`src/rtl/axil_cfg_master_pkg.sv`:
```
// Shared types and constants for the AXI4-Lite configuration master.
// Holds FSM encodings, AXI response codes, fixed channel attributes and the default timeout.
package axil_cfg_master_pkg;

    // Default abort limit, in cycles, for one outstanding transaction.
    localparam int unsigned TIMEOUT_DEFAULT = 256;

    localparam logic [1:0] RESP_OKAY   = 2'b00;
    localparam logic [1:0] RESP_EXOKAY = 2'b01;
    localparam logic [1:0] RESP_SLVERR = 2'b10;
    localparam logic [1:0] RESP_DECERR = 2'b11;

    // Unprivileged, secure, data access on every request.
    localparam logic [2:0] PROT_DEFAULT = 3'b000;

    // Configuration registers are always written as full words.
    localparam logic [3:0] WSTRB_FULL = 4'hF;

    typedef enum logic [2:0] {
        IDLE    = 3'd0,
        WR_REQ  = 3'd1,
        WR_RESP = 3'd2,
        RD_REQ  = 3'd3,
        RD_DATA = 3'd4,
        RSP     = 3'd5
    } state_e;

    // Command fields held for the life of a transaction.
    // The read/write direction is carried by the FSM state itself.
    typedef struct packed {
        logic [5:0]  addr;
        logic [31:0] wdata;
    } cmd_t;

    typedef struct packed {
        logic [31:0] rdata;
        logic        err;
    } rsp_t;

    // Anything other than OKAY is reported as an error to the requester.
    function automatic logic resp_is_err(input logic [1:0] resp);
        return resp != RESP_OKAY;
    endfunction

endpackage

```
`src/rtl/axil_cfg_master_timeout.sv`:
```
// Saturating cycle counter that flags when a transaction has run too long.
// Ports: clk, rst (async high), clear (restart), enable (count), expire (limit reached while enabled).
module axil_timeout_cnt
    import axil_cfg_master_pkg::*;
#(
    parameter int unsigned TIMEOUT = TIMEOUT_DEFAULT
) (
    input  logic clk,
    input  logic rst,
    input  logic clear,
    input  logic enable,
    output logic expire
);

    localparam int unsigned CW = (TIMEOUT > 1) ? $clog2(TIMEOUT) : 1;
    localparam logic [CW-1:0] LAST = CW'(TIMEOUT - 1);

    logic [CW-1:0] count;

    // Saturate at LAST so that a handshake which wins against an expiry
    // leaves the limit still reached for the next phase.
    always_ff @(posedge clk or posedge rst) begin
        if (rst) begin
            count <= '0;
        end else if (clear) begin
            count <= '0;
        end else if (enable && (count != LAST)) begin
            count <= count + CW'(1);
        end
    end

    assign expire = enable && (count == LAST);

endmodule

```
`src/rtl/axil_cfg_master.sv`:
```
// Single-outstanding AXI4-Lite master that turns simple register commands into AXI transactions.
// Ports: cmd_* (command in), rsp_* (response out), M_AXI_* (AXI4-Lite master), clk, rst (async high).
module axil_cfg_master
    import axil_cfg_master_pkg::*;
#(
    parameter int unsigned TIMEOUT = TIMEOUT_DEFAULT
) (
    input  logic        clk,
    input  logic        rst,

    input  logic        cmd_valid,
    output logic        cmd_ready,
    input  logic        cmd_wr,
    input  logic [5:0]  cmd_addr,
    input  logic [31:0] cmd_wdata,

    output logic        rsp_valid,
    input  logic        rsp_ready,
    output logic [31:0] rsp_rdata,
    output logic        rsp_err,

    output logic        M_AXI_AWVALID,
    input  logic        M_AXI_AWREADY,
    output logic [5:0]  M_AXI_AWADDR,
    output logic [2:0]  M_AXI_AWPROT,

    output logic        M_AXI_WVALID,
    input  logic        M_AXI_WREADY,
    output logic [31:0] M_AXI_WDATA,
    output logic [3:0]  M_AXI_WSTRB,

    input  logic        M_AXI_BVALID,
    output logic        M_AXI_BREADY,
    input  logic [1:0]  M_AXI_BRESP,

    output logic        M_AXI_ARVALID,
    input  logic        M_AXI_ARREADY,
    output logic [5:0]  M_AXI_ARADDR,
    output logic [2:0]  M_AXI_ARPROT,

    input  logic        M_AXI_RVALID,
    output logic        M_AXI_RREADY,
    input  logic [31:0] M_AXI_RDATA,
    input  logic [1:0]  M_AXI_RRESP
);

    state_e state, state_d;
    cmd_t   cmd_q, cmd_d;
    rsp_t   rsp_q, rsp_d;
    logic   aw_done, aw_done_d;
    logic   w_done, w_done_d;

    logic   cnt_clear;
    logic   cnt_enable;
    logic   expire;

    logic   aw_hs, w_hs, b_hs, ar_hs, r_hs;

    // Every AXI-side output is a decode of registered state, so no
    // command input reaches the bus combinationally.
    assign M_AXI_AWVALID = (state == WR_REQ) && !aw_done;
    assign M_AXI_WVALID  = (state == WR_REQ) && !w_done;
    assign M_AXI_BREADY  = (state == WR_RESP);
    assign M_AXI_ARVALID = (state == RD_REQ);
    assign M_AXI_RREADY  = (state == RD_DATA);

    assign M_AXI_AWADDR  = cmd_q.addr;
    assign M_AXI_ARADDR  = cmd_q.addr;
    assign M_AXI_WDATA   = cmd_q.wdata;
    assign M_AXI_AWPROT  = PROT_DEFAULT;
    assign M_AXI_ARPROT  = PROT_DEFAULT;
    assign M_AXI_WSTRB   = WSTRB_FULL;

    // Held low while rst is asserted so the requester sees no
    // acceptance window until reset is released.
    assign cmd_ready = (state == IDLE) && !rst;
    assign rsp_valid = (state == RSP);
    assign rsp_rdata = rsp_q.rdata;
    assign rsp_err   = rsp_q.err;

    assign aw_hs = M_AXI_AWVALID && M_AXI_AWREADY;
    assign w_hs  = M_AXI_WVALID  && M_AXI_WREADY;
    assign b_hs  = M_AXI_BVALID  && M_AXI_BREADY;
    assign ar_hs = M_AXI_ARVALID && M_AXI_ARREADY;
    assign r_hs  = M_AXI_RVALID  && M_AXI_RREADY;

    assign cnt_enable = (state == WR_REQ)  || (state == WR_RESP) ||
                        (state == RD_REQ)  || (state == RD_DATA);

    axil_timeout_cnt #(
        .TIMEOUT (TIMEOUT)
    ) u_timeout (
        .clk    (clk),
        .rst    (rst),
        .clear  (cnt_clear),
        .enable (cnt_enable),
        .expire (expire)
    );

    always_ff @(posedge clk or posedge rst) begin
        if (rst) begin
            state   <= IDLE;
            cmd_q   <= '0;
            rsp_q   <= '0;
            aw_done <= 1'b0;
            w_done  <= 1'b0;
        end else begin
            state   <= state_d;
            cmd_q   <= cmd_d;
            rsp_q   <= rsp_d;
            aw_done <= aw_done_d;
            w_done  <= w_done_d;
        end
    end

    always_comb begin
        state_d   = state;
        cmd_d     = cmd_q;
        rsp_d     = rsp_q;
        aw_done_d = aw_done;
        w_done_d  = w_done;
        cnt_clear = 1'b0;

        unique case (state)
            IDLE: begin
                if (cmd_valid) begin
                    cmd_d.addr  = cmd_addr;
                    cmd_d.wdata = cmd_wdata;
                    rsp_d       = '0;
                    aw_done_d   = 1'b0;
                    w_done_d    = 1'b0;
                    cnt_clear   = 1'b1;
                    state_d     = cmd_wr ? WR_REQ : RD_REQ;
                end
            end

            WR_REQ: begin
                // AW and W complete independently; either order,
                // or both together, finishes the request phase.
                aw_done_d = aw_done || aw_hs;
                w_done_d  = w_done  || w_hs;
                if (aw_done_d && w_done_d) begin
                    state_d = WR_RESP;
                end else if (expire && !aw_hs && !w_hs) begin
                    state_d     = RSP;
                    rsp_d.rdata = '0;
                    rsp_d.err   = 1'b1;
                end
            end

            WR_RESP: begin
                if (b_hs) begin
                    state_d     = RSP;
                    rsp_d.rdata = '0;
                    rsp_d.err   = resp_is_err(M_AXI_BRESP);
                end else if (expire) begin
                    state_d     = RSP;
                    rsp_d.rdata = '0;
                    rsp_d.err   = 1'b1;
                end
            end

            RD_REQ: begin
                if (ar_hs) begin
                    state_d = RD_DATA;
                end else if (expire) begin
                    state_d     = RSP;
                    rsp_d.rdata = '0;
                    rsp_d.err   = 1'b1;
                end
            end

            RD_DATA: begin
                if (r_hs) begin
                    state_d     = RSP;
                    rsp_d.rdata = M_AXI_RDATA;
                    rsp_d.err   = resp_is_err(M_AXI_RRESP);
                end else if (expire) begin
                    state_d     = RSP;
                    rsp_d.rdata = '0;
                    rsp_d.err   = 1'b1;
                end
            end

            RSP: begin
                if (rsp_ready) begin
                    state_d = IDLE;
                end
            end

            default: begin
                state_d = IDLE;
            end
        endcase
    end

endmodule

```
`config.mk`:
```
export PLATFORM = sky130hd
export DESIGN_NAME = axil_cfg_master
export DESIGN_NICKNAME = d
export VERILOG_FILES = /design/src/rtl/axil_cfg_master_pkg.sv /design/src/rtl/axil_cfg_master_timeout.sv /design/src/rtl/axil_cfg_master.sv
export SDC_FILE = /design/constraint.sdc
export NUM_CORES = 1
export LEC_CHECK = 0
export BUFFER_PORTS_ARGS = -buffer_cell sky130_fd_sc_hd__buf_4
export CAP_MARGIN = 10
export CORE_ASPECT_RATIO = 1.5
export CORE_UTILIZATION = 50
export CTS_CLUSTER_DIAMETER = 120
export DETAILED_ROUTE_END_ITERATION = 10
export PLACE_DENSITY_LB_ADDON = 0.12
export RECOVER_POWER = 25
export SLEW_MARGIN = 20
export SYNTH_ARGS = -nofsm -noshare
export SYNTH_HDL_FRONTEND = slang
export SYNTH_SLANG_ARGS = --single-unit
```
`constraint.sdc`:
```
create_clock -name clk -period 7.1 [get_ports clk]
set_clock_uncertainty 0.1 [all_clocks]
set_input_delay 0.355 -clock clk [delete_from_list [all_inputs] [get_ports clk]]
set_output_delay 0.355 -clock clk [all_outputs]
set_load 0.01 [all_outputs]
```
==> qor.yml <==
dr_wl_met3_um: 498
via_per_inst: 5.26
ys_seq_area_frac: 0.572
clock_sinks: 84
ir_worst_vdd_uv: 227
ant_nets: 0
leakage_nw: 2.49
ios: 178
cts_resized: 0
root_buffer: "clkbuf_8"
required_ns: 7.28
synth.top_cell.area_share: 0.572
drv_slew: 0
cts_buffers: 9
syn_area_per_cell_um2: 13.0
synth.most_common_cell: "dfrtp_1"
fin_crit_ns: 2.30
grt_first_pass_wirelength_mm: 14.2
die_area_um2: 7700
hold_viol_final: 0
yosys_warnings: 0
place.gp.congestion: 0.913
synth_compound_area_frac: 0.136
placed_cells: 525
die_y_um: 107
synth.area.top_cells: "dfrtp_1 (57%), mux2_2 (8.6%), a22o_1 (7.6%)"
via_count: 2845
grt.overflow.total: 0
worstPathCellList: "or3b_4 -> nor2_4 -> nor2_2 -> o211ai_4 -> a22o_1"
rsz0062_at_grt: "false"
core_area_um2: 6990
fp.dieW_um: 72.0
yosys-top-cells-count: "dfrtp_1 (84), a22o_1 (32), mux2_2 (28)"
synth_top_family_by_area: "compound AO/OA/AOI/OAI gates"
yosysTopAreaCell: "dfrtp_1"
drtIter0Drc: 159
synth_cell_types: 51
m1WireLength_mm: 3.47
syn2layout_area_growth_pct: 37.6
grt_pass1_vias: 2876
highest_layer: "met4"
run_status: "completed"
clk_pin_slew_worst_paths_ns: 0.09
antennaDiodeCount: 0
clk_latency_ns: 0.36
synthAdderAreaFrac: 0.00340
ys.flop_type: "dfrtp_1"
synth-xor-area-share: 0.0119
antenna_found_initial: 0
endpoint_kind: "flip-flop"
worstMarginPinSlew_ns: 1.03
routed_wl_mm: 8.97
drv_cap: 0
synthMuxAreaShare: 0.122
ys_ff_latch: 84
period_share: 0.323
cp_max_fo: 32
p_per_area_nw_per_um2: 408
setup_viol: 0
max_stage_delay_ns: 0.69
cts_buffer_depth: 2
hpwl_mm: 6.51
syn_inst: 283
rows: 37
arrival_ns: 2.48
synth_edf_count: 0
cts_tree: "yes"
synth_area_um2: 3670
start_kind: "flip-flop"
ys_async_sr_fraction: 1.00
wire_per_inst_um: 16.6
first_pass_iters: 5
postCtsHoldBufs: 0
grtUsageTotal: 0.243
layout.cells.non_filler: 541
drive_gt1_frac: 0.518
drc: 0
setup-tns-final_ns: 0
port_buffers: 167
synthSimpleGateAreaFrac: 0.0844
crit_path_top_delay_cell: "o211ai_4"
htree_num_levels: 3
final_nets: 524
maxSlewHeadroom: 0.313
post-cts-setup-buffers: 0
hp-class: "in2reg"
dr_wl_met2_mm: 4.82
initial_utilization: 0.526
crit_type: "reg2reg"
grt_max_degree: 85
max_freq_ghz: 0.436
registers in the layout (all words and copies together) (netlist names):
name,flops
M_AXI_WDATA,32
rsp_rdata,32
u_timeout.count,8
M_AXI_ARADDR,6
state,3
aw_done,1
rsp_err,1
w_done,1
layer usage:
metal	GRT usage	up-vias
met4	0.0938	0
met2	0.427	127
met1	0.291	1396
met3	0.0489	15
met5	0	-
li1	-	1307
layout make-up:
cell class	instances	area [um^2]
sequential	84	2100
fill	536	1930
multi-input combinational	169	1350
timing repair buffer	168	1260
clock buffer	12	155
tap	97	121
clock inverter	4	32.5
inverter	7	27.5
cell usage in the layout (no fill, tap or decap), types with 2 or more instances in the layout:
cell type	n
nand2b_1	3
clkbuf_8	11
a31oi_1	2
nand4_1	3
o21ai_0	5
nor2_1	16
xnor2_1	4
or3_1	2
nand3_1	3
a21oi_1	5
mux2i_1	2
o21ai_2	2
mux2_2	28
conb_1	10
clkinvlp_4	2
buf_4	166
inv_1	5
mux2_1	10
nand2_1	7
o211ai_1	2
nor3_1	5
a22o_1	32
o22ai_1	2
dfrtp_1	84
path summary, 6_finish.rpt:
check | slack, ns | startpoint | cells past startpoint | to
worst max-delay path | 4.80 | state[1] | 5 | rsp_rdata[20]
worst min-delay path | 0.11 | cmd_wdata[14] | 2 | M_AXI_WDATA[14]
worst max register to register | 4.80 | state[1] | 5 | rsp_rdata[20]
worst min register to register | 0.40 | M_AXI_WDATA[9] | 1 | M_AXI_WDATA[9]
max in group asynchronous | 6.25 | rst | 3 | rsp_rdata[20]
min in group asynchronous | 0.12 | rst | 3 | u_timeout.count[1]
per-stage QoR:
stage	total power, mW	hold slack, ns	utilization	area, um^2	worst slack, ns
final	2.06	0.108	0.723	5060	4.80
after global routing	2.19	0.101	0.723	5060	4.62
after CTS	2.08	0.0940	0.723	5050	4.81
after detailed placement	1.75	0.382	0.696	4860	4.80
after global placement	1.72	0.369	0.696	4860	4.89
after floorplan	1.38	0.364	-	3700	4.48
critical path: cells and delay by family, from the launching register on:
kind	cells	cell delay, ns
DFF	1	0.52
AOI/OAI and AO/OA	2	0.94
and+or+nand+nor	3	0.64
where the power goes:
part / internal (mW) / switching (mW)
combinational: 0.491 / 0.452
clock: 0.148 / 0.172
sequential: 0.665 / 0.132
total: 1.30 / 0.756
kinds of logic (layout without fill, tap and decap cells):
| family | after synthesis | in the layout |
|---|---|---|
| other | 2 | 10 |
| buffers and inverters | 38 | 191 |
| AND/OR/NAND/NOR | 54 | 54 |
| flip-flops | 84 | 84 |
| adder cells (fa/ha/maj) | 1 | 1 |
| XOR/XNOR | 5 | 5 |
| multiplexers | 40 | 40 |
| AO/OA/AOI/OAI | 59 | 59 |
Power figures use the tool's default switching activity.
